### src/rtl/calc_alu_sequencer.sv
// calc_alu_sequencer: multi-cycle BCD calculator engine (load, add/sub/mul/div, double-dabble)
module calc_alu_sequencer #(
  parameter int DIGITS = 6,
  parameter int BIN_W  = 20
) (
  input  logic                  CLK_1K,
  input  logic                  RST,
  input  logic                  start,
  input  logic [3:0]            opcode,
  input  logic [4*DIGITS-1:0]   num_a,
  input  logic [4*DIGITS-1:0]   num_b,
  output logic                  busy,
  output logic                  done,
  output logic [4*DIGITS-1:0]   num_result,
  output logic                  neg,
  output logic                  err
);
  localparam int DW = 4*DIGITS;
  localparam int CW = $clog2(BIN_W+1);
  localparam logic [2*BIN_W-1:0] MAX_V = (2*BIN_W)'(10**DIGITS - 1);
  typedef enum logic [2:0] {IDLE, LOAD, EXEC, CONV, DONE} state_t;
  state_t state, state_n;
  logic [3:0] op;
  logic [DW-1:0] a_sh, b_sh, bcd, adj;
  logic [BIN_W-1:0] a_bin, b_bin, rem, bin_r, q_nxt;
  logic [2*BIN_W-1:0] acc, acc_nxt, res;
  logic [BIN_W:0] rem_sh, diff;
  logic [DW+BIN_W-1:0] dd;
  logic [CW-1:0] cnt;
  logic [3:0] dig_a, dig_b;
  logic bad, neg_p, err_p, valid_op, is_long, exec_last, q_bit, a_ge_b, err_n;
  assign valid_op  = opcode >= 4'ha && opcode <= 4'hd;
  assign is_long   = op == 4'hc || op == 4'hd;
  assign exec_last = !is_long || cnt == CW'(BIN_W-1);
  assign dig_a     = a_sh[DW-1 -: 4];
  assign dig_b     = b_sh[DW-1 -: 4];
  assign acc_nxt   = acc + (b_bin[cnt] ? ({{BIN_W{1'b0}}, a_bin} << cnt) : '0);
  // restoring divide: the dividend shifts out of a_bin while quotient bits shift in
  assign rem_sh    = {rem, a_bin[BIN_W-1]};
  assign diff      = rem_sh - {1'b0, b_bin};
  assign q_bit     = !diff[BIN_W];
  assign q_nxt     = {a_bin[BIN_W-2:0], q_bit};
  assign a_ge_b    = a_bin >= b_bin;
  assign res       = op == 4'ha ? (2*BIN_W)'(a_bin) + (2*BIN_W)'(b_bin)
                   : op == 4'hb ? (2*BIN_W)'(a_ge_b ? a_bin - b_bin : b_bin - a_bin)
                   : op == 4'hc ? acc_nxt : (2*BIN_W)'(q_nxt);
  assign err_n     = bad || (op == 4'hd && b_bin == '0) || res > MAX_V;
  assign dd        = {adj, bin_r} << 1;
  always_comb begin
    adj = bcd;
    for (int i = 0; i < DIGITS; i++)
      adj[4*i +: 4] = bcd[4*i +: 4] > 4'd4 ? bcd[4*i +: 4] + 4'd3 : bcd[4*i +: 4];
  end
  always_comb begin
    state_n = state;
    case (state)
      IDLE:    state_n = start && valid_op ? LOAD : IDLE;
      LOAD:    state_n = cnt == CW'(DIGITS-1) ? EXEC : LOAD;
      EXEC:    state_n = exec_last ? CONV : EXEC;
      CONV:    state_n = cnt == CW'(BIN_W-1) ? DONE : CONV;
      default: state_n = IDLE;
    endcase
  end
  always_ff @(posedge CLK_1K or negedge RST)
    if (!RST) state <= IDLE;
    else state <= state_n;
  always_ff @(posedge CLK_1K or negedge RST) begin
    if (!RST) begin
      cnt <= '0;
      op <= '0;
      a_sh <= '0;
      b_sh <= '0;
      a_bin <= '0;
      b_bin <= '0;
      acc <= '0;
      rem <= '0;
      bin_r <= '0;
      bcd <= '0;
      bad <= 1'b0;
      neg_p <= 1'b0;
      err_p <= 1'b0;
      busy <= 1'b0;
      done <= 1'b0;
      num_result <= '0;
      neg <= 1'b0;
      err <= 1'b0;
    end else begin
      cnt <= state_n != state ? '0 : cnt + 1'b1;
      done <= state == DONE;
      case (state)
        IDLE: if (state_n == LOAD) begin
          op <= opcode;
          a_sh <= num_a;
          b_sh <= num_b;
          a_bin <= '0;
          b_bin <= '0;
          acc <= '0;
          rem <= '0;
          bad <= 1'b0;
          busy <= 1'b1;
        end
        LOAD: begin
          a_bin <= a_bin * BIN_W'(10) + BIN_W'(dig_a);
          b_bin <= b_bin * BIN_W'(10) + BIN_W'(dig_b);
          a_sh <= a_sh << 4;
          b_sh <= b_sh << 4;
          bad <= bad | (dig_a > 4'd9) | (dig_b > 4'd9);
        end
        EXEC: begin
          acc <= acc_nxt;
          rem <= op == 4'hd ? (q_bit ? diff[BIN_W-1:0] : rem_sh[BIN_W-1:0]) : rem;
          a_bin <= op == 4'hd ? q_nxt : a_bin;
          if (exec_last) begin
            bin_r <= err_n ? '0 : res[BIN_W-1:0];
            neg_p <= op == 4'hb && !a_ge_b && !err_n;
            err_p <= err_n;
            bcd <= '0;
          end
        end
        CONV: {bcd, bin_r} <= dd;
        DONE: begin
          num_result <= bcd;
          neg <= neg_p;
          err <= err_p;
          busy <= 1'b0;
        end
        default: ;
      endcase
    end
  end
endmodule

### config.mk
export PLATFORM = sky130hd
export DESIGN_NAME = calc_alu_sequencer
export DESIGN_NICKNAME = d
export VERILOG_FILES = /design/src/rtl/calc_alu_sequencer.sv
export SDC_FILE = /design/constraint.sdc
export NUM_CORES = 1
export LEC_CHECK = 0
export CAP_MARGIN = 10
export CORE_MARGIN = 4
export CORE_UTILIZATION = 63
export CTS_BUF_LIST = sky130_fd_sc_hd__clkbuf_16
export DETAILED_ROUTE_END_ITERATION = 12
export PLACE_DENSITY_LB_ADDON = 0.2
export SLEW_MARGIN = 30
export SYNTH_ARGS = -nofsm -noshare
export SYNTH_HDL_FRONTEND = slang
export SYNTH_SLANG_ARGS = --single-unit
### constraint.sdc
create_clock -name CLK_1K -period 6.5 [get_ports CLK_1K]
set_input_delay 1.3 -clock CLK_1K [delete_from_list [all_inputs] [get_ports CLK_1K]]
set_output_delay 1.3 -clock CLK_1K [all_outputs]
set_load 0.03 [all_outputs]
[Word level (Yosys, flattened, before mapping)]
Index checks and enable logic that the tools add are counted.
Operators by class
  equality and inequality tests: 15
  shifts and indexed selects: 1
  bitwise gates (word level): 2
  mux-type cells: 41
  add/sub/neg operators: 14
  reduce and logical (&&, ||, !) cells: 28
  $mul: 2
  order comparisons: 13
Operators by type and width (count)
  2-to-1 mux 40 bit: 6
  one-hot mux 24 bit (2 select lines): 3
  2-to-1 mux 20 bit: 6
  one-hot mux 20 bit (2 select lines): 3
  one-hot mux 40 bit (2 select lines): 1
  2-to-1 mux 24 bit: 3
  one-hot mux 20 bit (3 select lines): 1
  subtractor 20 x 20 -> 21 bit: 2
  adder 20 x 4 -> 20 bit: 2
  adder 40 bit: 1
  greater-than comparator 40 x 20 -> 1 bit, second input constant: 1
  multiplier 20 x 3 -> 19 bit, second input constant: 2
  << shifter 20 x 5 -> 40 bit: 1
  greater-than comparator 4 x 3 -> 1 bit, second input constant: 6
  adder 20 x 20 -> 21 bit: 1
  subtractor 21 x 20 -> 21 bit: 1
  adder 4 x 2 -> 4 bit, second input constant: 5
  greater-or-equal comparator 20 bit: 1
  logical NOT 20 bit: 1
  2-to-1 mux 4 bit: 5
  equality test 4 bit, second input constant: 4
  one-hot mux 3 bit (4 select lines): 1
  AND reduction 2 bit: 6
  greater-than comparator 4 bit, second input constant: 2
  other kinds (26): 51
Word-level totals
  word-level logic and storage cells: 135
  input bits: 55
  register bits: 235

[Depth between registers and ports, before layout]
Gate-level depths: netlist of run 1.
  depth in word-level cells: 12
  depth in mapped cells: 26
  depth with buffers taken out: 22

[Worst setup path after synthesis of run 1]
Ideal clock, no wire load.
  kind: reg-to-reg
  start: register cnt[0]
  end: register bin_r[4]
  buffers on the path: 3
  cell stages (with the launch flop): 22
  arrival: 5.566 ns
  period minus slack after synthesis: 5.658 ns
  path slack: 0.842 ns
  setup time: 0.092 ns
  path through: dfrtp_1 buf_1 mux4_2 mux4_2 nand2_1 or2_2 clkbuf_1 nor3_1 ha_1 fa_1 a21o_1 a311oi_2 o21ai_1 a211o_1 a31oi_1 xnor2_1 o211ai_1 a2111oi_2 nand4bb_1 o31a_1 buf_4 o31ai_2
Between the ends
  cells in the longest elaborated chain, start to end: 12
RTL lines
  start, declared: RTL line 29  | logic [CW-1:0] cnt;
  start signal, assigned: RTL line 88  | cnt <= state_n != state ? '0 : cnt + 1'b1;
  binary-select mux 1 bit (select 5 bit): RTL line 37  | assign acc_nxt = acc + (b_bin[cnt] ? ({{BIN_W{1'b0}}, a_bin} << cnt) : '0);
  2-to-1 mux 1 bit (not written as such): RTL line 37
  2-to-1 mux 40 bit: RTL line 37
  adder 40 bit: RTL line 37
  2-to-1 mux 40 bit: RTL line 46  | : op == 4'hc ? acc_nxt : (2*BIN_W)'(q_nxt);
  2-to-1 mux 40 bit: RTL line 45  | : op == 4'hb ? (2*BIN_W)'(a_ge_b ? a_bin - b_bin : b_bin - a_bin)
  2-to-1 mux 40 bit: RTL line 44  | assign res = op == 4'ha ? (2*BIN_W)'(a_bin) + (2*BIN_W)'(b_bin)
  greater-than comparator 40 x 20 -> 1 bit: RTL line 47  | assign err_n = bad || (op == 4'hd && b_bin == '0) || res > MAX_V;
  logical OR 1 bit: RTL line 47
  2-to-1 mux 20 bit: RTL line 114  | bin_r <= err_n ? '0 : res[BIN_W-1:0];
  2-to-1 mux 20 bit: RTL line 113  | if (exec_last) begin
  one-hot mux 20 bit (2 select lines): RTL line 90  | case (state)
  end signal, assigned: RTL line 114
  end, declared: RTL line 25  | logic [BIN_W-1:0] a_bin, b_bin, rem, bin_r, q_nxt;
Several ways; a longest one is shown, not always the timed one. The select of a mux whose other input is x is not followed.
A chain may end at the register's enable or synchronous reset.

[Worst setup path after layout of run 1]
  start: register cnt[0]
  end: register bin_r[0]
The elaborated chain is that of the path after synthesis.

==> flow_summary.toml, run 1 <==
[synthesis]
synth.lib_cells_used.distinct = 98
synth_seq_area_share_pct = 27.6
synth_largest_area_cell = "dfrtp_1"
async_flop_share_pct = 100
synth_top_flop_cell = "dfrtp_1"
synth_area_leaders = "dfrtp_1, ha_1, nor2_1, o21ai_0, a21oi_1"
netlist_instances = 2646
ys_seq_elements = 235
synthesis.yosys.warnings = 0
syn_nets = 2905
synthesis.area_per_instance_um2 = 8.06
synth-edff-count = 0
area_fraction_of_the_dominant_cell_type_after_synthesis_pct = 27.6
post_synthesis_instance_area_um2 = 21300

[timing]
maxSlewViolCount = 0
final-hold-violation-count = 0
setup_skew_after_layout_ps = 18.1
max_freq_mhz = 165
worst_pin_slew_ps = 1030
period_share_pct = 93.3
number_of_endpoints_failing_setup_at_the_final_stage = 0
layout_min_cycle_time_ps = 6060
worst_slack_ps = 436
setup-tns-final_ps = 0
worst_slew_margin_rel_pct = 30.7
grt_setup_unrepaired = "false"

[drt]
vias_per_cell = 6.60
postRouteAntennaNets = 0
postRouteWirelength_um = 66700
drtIter0Drc = 2007
detail_route.wl_per_cell_um = 21.4
detailroute.via_count = 20600
drcViolationCount = 0
drtPass1Iterations = 6

[die]
die-height_um = 192
die_area_um2 = 36900
chipWidth_um = 192
io-pin-count = 83
core_region_area_um2 = 33400
placementRows = 67
start_util_pct = 63.8

[critical_path]
worst_path_most_repeated_cell = "mux4_2"
critPathRequiredTime_ps = 6930
critical_path_arrival_ps = 6500
critPathCaptureType = "flop"
path_cells = "mux4_2 -> mux4_2 -> nand2_1 -> or2_2 -> nor3_1 -> ha_1 -> fa_1 -> a21o_1 -> a311oi_2 -> o21ai_1 -> a211o_1 -> a31oi_1 -> xnor2_1 -> o211ai_1 -> a2111oi_2 -> nand4bb_1 -> o31a_1 -> buf_4 -> o31ai_1"
worst_path_largest_cell_delay_ps = 570
worst_setup_path_start_kind = "flop"
setup.worst_path.class = "reg -> reg"
worstPathMaxFanout = 15
crit_path_top_delay_cell = "mux4_2"

[global_routing]
grt_start_max_net_pins = 134
number_of_global_route_vias_before_repair = 19700
grtUsageTotal_pct = 35.7
first_pass_grt_wire_length_um = 106000
global_route.overflow_total = 0
initial_antenna_violation_count = 0

[clock_tree]
total_cts_buffers = 27
h_tree_lvl_count = 1
cts_buffer_depth = 3
clock_sinks = 235
tritoncts = "built"
insertion_delay_ps = 550
cts-hold-fix-buffers = 0
clk_transition_reported_paths_ps = 60
root_buffer = "clkbuf_16"

[finish]
antenna_cells = 0
number_of_nets_at_the_end_of_the_flow = 2918
areaGrowthSynthToFinish_pct = 9.34
design_area_um2 = 23300
final_layout_size_suffix_gt1_share_pct = 7.21

[place]
dp_worst_slack_ps = 248
dpl-instance-area_um2 = 22500
port_buffers = 82
routabilityCongestion = 1.06
dpl.hpwl_um = 50200

[run_status]
outcome = "complete, no violations"

[hold_path]
hold_path.class = "reg -> reg"

[job]
timing.max_cap.violations = 0
==> final cells by class <==
class	count	area (µm²)
repair buffers	130	1200
well taps	448	561
fillers	2732	10100
inverters	123	462
multi-input cells	2142	14400
clock inverters	19	131
flip-flops and latches	235	5880
clock buffers	27	676
==> final timing paths <==
| check | from | end | slack, ps | cells past startpoint |
|---|---|---|---|---|
| worst min-delay path | bin_r[19] | bcd[0] | 480 | 2 |
| worst max register to register | cnt[0] | bin_r[0] | 440 | 19 |
| min in group asynchronous | RST | acc[25] | 770 | 1 |
| max in group asynchronous | RST | acc[4] | 4480 | 2 |
| worst max-delay path | cnt[0] | bin_r[0] | 440 | 19 |
| worst min register to register | bin_r[19] | bcd[0] | 480 | 2 |
==> placed cells by master, fill, tap and decap left out, types with 18 or more instances in the layout <==
cell	instances
a211oi_1	28
o21ai_0	206
o22ai_1	50
mux2_2	28
clkdlybuf4s50_1	81
inv_1	124
mux2i_1	46
xor2_1	40
o21a_1	26
nor2b_1	32
clkbuf_16	27
buf_4	46
and3_1	30
a21o_1	45
nand2b_1	26
nand4_1	26
dfrtp_1	235
o31ai_1	34
nand2_1	207
nor3_1	49
ha_1	195
xnor2_1	86
a21oi_1	195
a31oi_1	25
a22oi_1	18
o211ai_1	32
nor2_1	297
nand3_1	138
==> critical path: cells and delay by family (launching register included) <==
family                   cells  cell delay (ps)
AO/OA/AOI/OAI                9             2360
XOR/XNOR                     1              200
adder cells (fa/ha/maj)      2              630
buffers and inverters        1              200
flip-flops                   1              520
multiplexers                 2             1120
AND/OR/NAND/NOR              4              900
==> layer usage <==
| metal | GRT usage (%) | wire length [µm] |
|---|---|---|
| met4 | 15.9 | 3430 |
| met2 | 57.4 | 30100 |
| met1 | 47.8 | 27800 |
| met3 | 5.53 | 5370 |
| met5 | 0 | 0 |
==> cells by family after synthesis <==
logic type	Yosys count	synth area share, %
flip-flops	235	27.6
multiplexers	85	4.75
adder cells (fa/ha/maj)	204	12.3
XOR/XNOR	126	5.17
AO/OA/AOI/OAI	829	25.5
AND/OR/NAND/NOR	898	19.7
buffers and inverters	269	5.06
==> Yosys cell counts, drive strengths merged, types with 47 or more instances <==
master,n
nor2,299
dfrtp,235
o21ai,215
nand2,209
a21oi,203
ha,195
nand3,139
inv,122
clkbuf,99
xnor2,86
nor3,50
o22ai,50
buf,47
==> sequential cells by signal, summed over array words and instances (netlist names) <==
name / count
bcd: 24
b_sh: 24
bad: 1
bin_r: 20
done: 1
cnt: 5
b_bin: 20
neg_p: 1
num_result: 24
acc: 40
err_p: 1
busy: 1
a_bin: 20
err: 1
state: 3
neg: 1
a_sh: 24
op: 4
rem: 20
==> through the flow <==
step / std cells / utilization [%] / hold WS (ps)
floorplan: 2646 / - / 439
global placement: 3078 / 67.3 / 445
detailed placement: 3078 / 67.3 / 464
CTS: 3124 / 69.7 / 480
global route: 3124 / 69.7 / 511
finish: 3124 / 69.7 / 477
==> what timing repair did <==
item / in CTS / in global routing
gates resized for setup: 0 / 3
buffers inserted: 0 / 0
setup endpoints to repair: 0 / 22
Power of run 1 is not shown: default switching activity piles up to over one toggle a cycle in this logic, so the estimate is an artifact.
==> run 2: changes to the inputs <==
- SKIP_CTS_REPAIR_TIMING: not set -> 1
==> results of run 2 <==
Final layout, timing and power as in run 1 (identical DEF).
Power of run 2 is left out for the same reason.
==> run 3: changes to the inputs <==
- CTS_CLUSTER_DIAMETER: not set -> 40
==> run 3 against run 2 <==
Net effect: via count rose by 0.86%; routed wire length up 1.4%; cell count rose by 0.77%; sequential share of layout area decreased by 0.53 points; register-to-register slack got worse by 40 ps; largest cell class unchanged.
==> flow_summary.toml, run 3 (synthesis results as in run 1) <==
[run_status]
outcome = "complete, no violations"

[clock_tree]
insertion_delay_ps = 570
clock_sinks = 235
root_buffer = "clkbuf_16"
clk_transition_reported_paths_ps = 60
h_tree_lvl_count = 2
cts_buffer_depth = 3
total_cts_buffers = 39
tritoncts = "built"

[finish]
sequential_cell_area_um2 = 5880
final.fill_count = 2651
final_layout_size_suffix_gt1_share_pct = 8.04
final_cell_mix = "nor2_1, dfrtp_1, nand2_1, o21ai_0"
largest_register_ffs = 40
antenna_cells = 0
areaGrowthSynthToFinish_pct = 11.7
top_register = "acc"
number_of_nets_at_the_end_of_the_flow = 2930
multi_input_comb_area_um2 = 14400
design_area_um2 = 23800
layout_commonest_cell = "nor2_1"

[hold_path]
hold_path.class = "reg -> reg"
hold_path_depth = 2

[critical_path]
crit_cells = 18
worst_path_most_repeated_cell = "mux4_2"
buffer_and_inverter_count_on_the_worst_path = 0
worst_setup_path_start_kind = "flop"
critPathCaptureType = "flop"
crit_path_top_delay_cell = "o31ai_2"
setup.worst_path.class = "reg -> reg"
path_cells = "mux4_2 -> mux4_2 -> nand2_1 -> or2_2 -> nor3_1 -> ha_1 -> fa_1 -> a21o_1 -> a311oi_2 -> o21ai_1 -> a211o_1 -> a31oi_1 -> xnor2_1 -> o211ai_1 -> a2111oi_2 -> nand4bb_1 -> o31ai_2 -> a31o_1"
critical_path_arrival_ps = 6620
critPathRequiredTime_ps = 7010
worst_path_largest_cell_delay_ps = 620
worst_path_dominant_cell_family = "compound AO/OA/AOI/OAI gates"
timing.reg2reg.worst_path_depth = 18
worstPathMaxFanout = 10

[place]
port_buffers = 82
routabilityCongestion = 1.06
dpl.hpwl_um = 50200
dpl-instance-area_um2 = 22500

[die]
die-height_um = 192
chipWidth_um = 192
core_region_area_um2 = 33400
start_util_pct = 63.8
placementRows = 67
die_area_um2 = 36900
io-pin-count = 83

[timing]
worst_pin_slew_ps = 927
layout_min_cycle_time_ps = 6110
maxSlewViolCount = 0
final-hold-violation-count = 0
max_freq_mhz = 164
worst_slew_margin_rel_pct = 38.1
period_share_pct = 93.9
setup_skew_after_layout_ps = 26.2
setup-tns-final_ps = 0
number_of_endpoints_failing_setup_at_the_final_stage = 0
grt_setup_unrepaired = "false"

[drt]
drtPass1Iterations = 8
postRouteWirelength_um = 67700
drtIter0Drc = 2007
detailroute.via_count = 20800
vias_per_cell = 6.61
detail_route.wl_per_cell_um = 21.5
drcViolationCount = 0
postRouteAntennaNets = 0

[global_routing]
grt_start_max_net_pins = 134
global_route.overflow_total = 0
grtUsageTotal_pct = 36.3
first_pass_grt_wire_length_um = 107000
initial_antenna_violation_count = 0
number_of_global_route_vias_before_repair = 20100

[job]
timing.max_cap.violations = 0
## run 3: cell count changes in the layout (fill, tap and decap cells not counted), sizes merged
cell and change:
bufinv +3, clkinvlp +2, clkbuf +13, clkinv +1, inv +5
## run 3: layout make-up
class,instances,share of cell area (%)
clock buffer,40,4.20
clock inverter,30,1.26
inverter,123,1.94
multi-input combinational,2142,60.5
sequential,235,24.7
tap,448,2.35
timing repair buffer,130,5.05
## run 3: tightest hold or removal path, delay by kind of cell (launching register included)
| kind | cells | cell delay, ps |
|---|---|---|
| flops | 1 | 350 |
| simple gates | 2 | 100 |
## run 3: layer usage
layer	global-route usage, %	part of all wire, %	wire (µm)
met4	20.1	6.3	4240
met5	0	0	0
met2	57.6	45	30200
met3	5.74	8.1	5480
met1	47.7	41	27700
## run 3: metrics by stage
step | hold slack [ps] | util, % | worst slack (ps) | cells
6_report | 482 | 71.2 | 394 | 3148
5_1_grt | 516 | 71.2 | 55.4 | 3148
4_1_cts | 480 | 71.1 | 225 | 3148
3_5_place_dp | 464 | 67.3 | 248 | 3078
3_3_place_gp | 445 | 67.3 | 360 | 3078
2_1_floorplan | 439 | - | 842 | 2646
## run 3: path summary, 6_finish.rpt
kind                       slack, ps        end  startpoint
setup / recovery                 390  bin_r[10]      cnt[0]
hold / removal                   480     bcd[0]   bin_r[19]
setup reg to reg                 390  bin_r[10]      cnt[0]
hold reg to reg                  480     bcd[0]   bin_r[19]
max in group asynchronous       4490  b_bin[19]         RST
min in group asynchronous        730    acc[25]         RST
Power of run 3 is left out for the same reason.
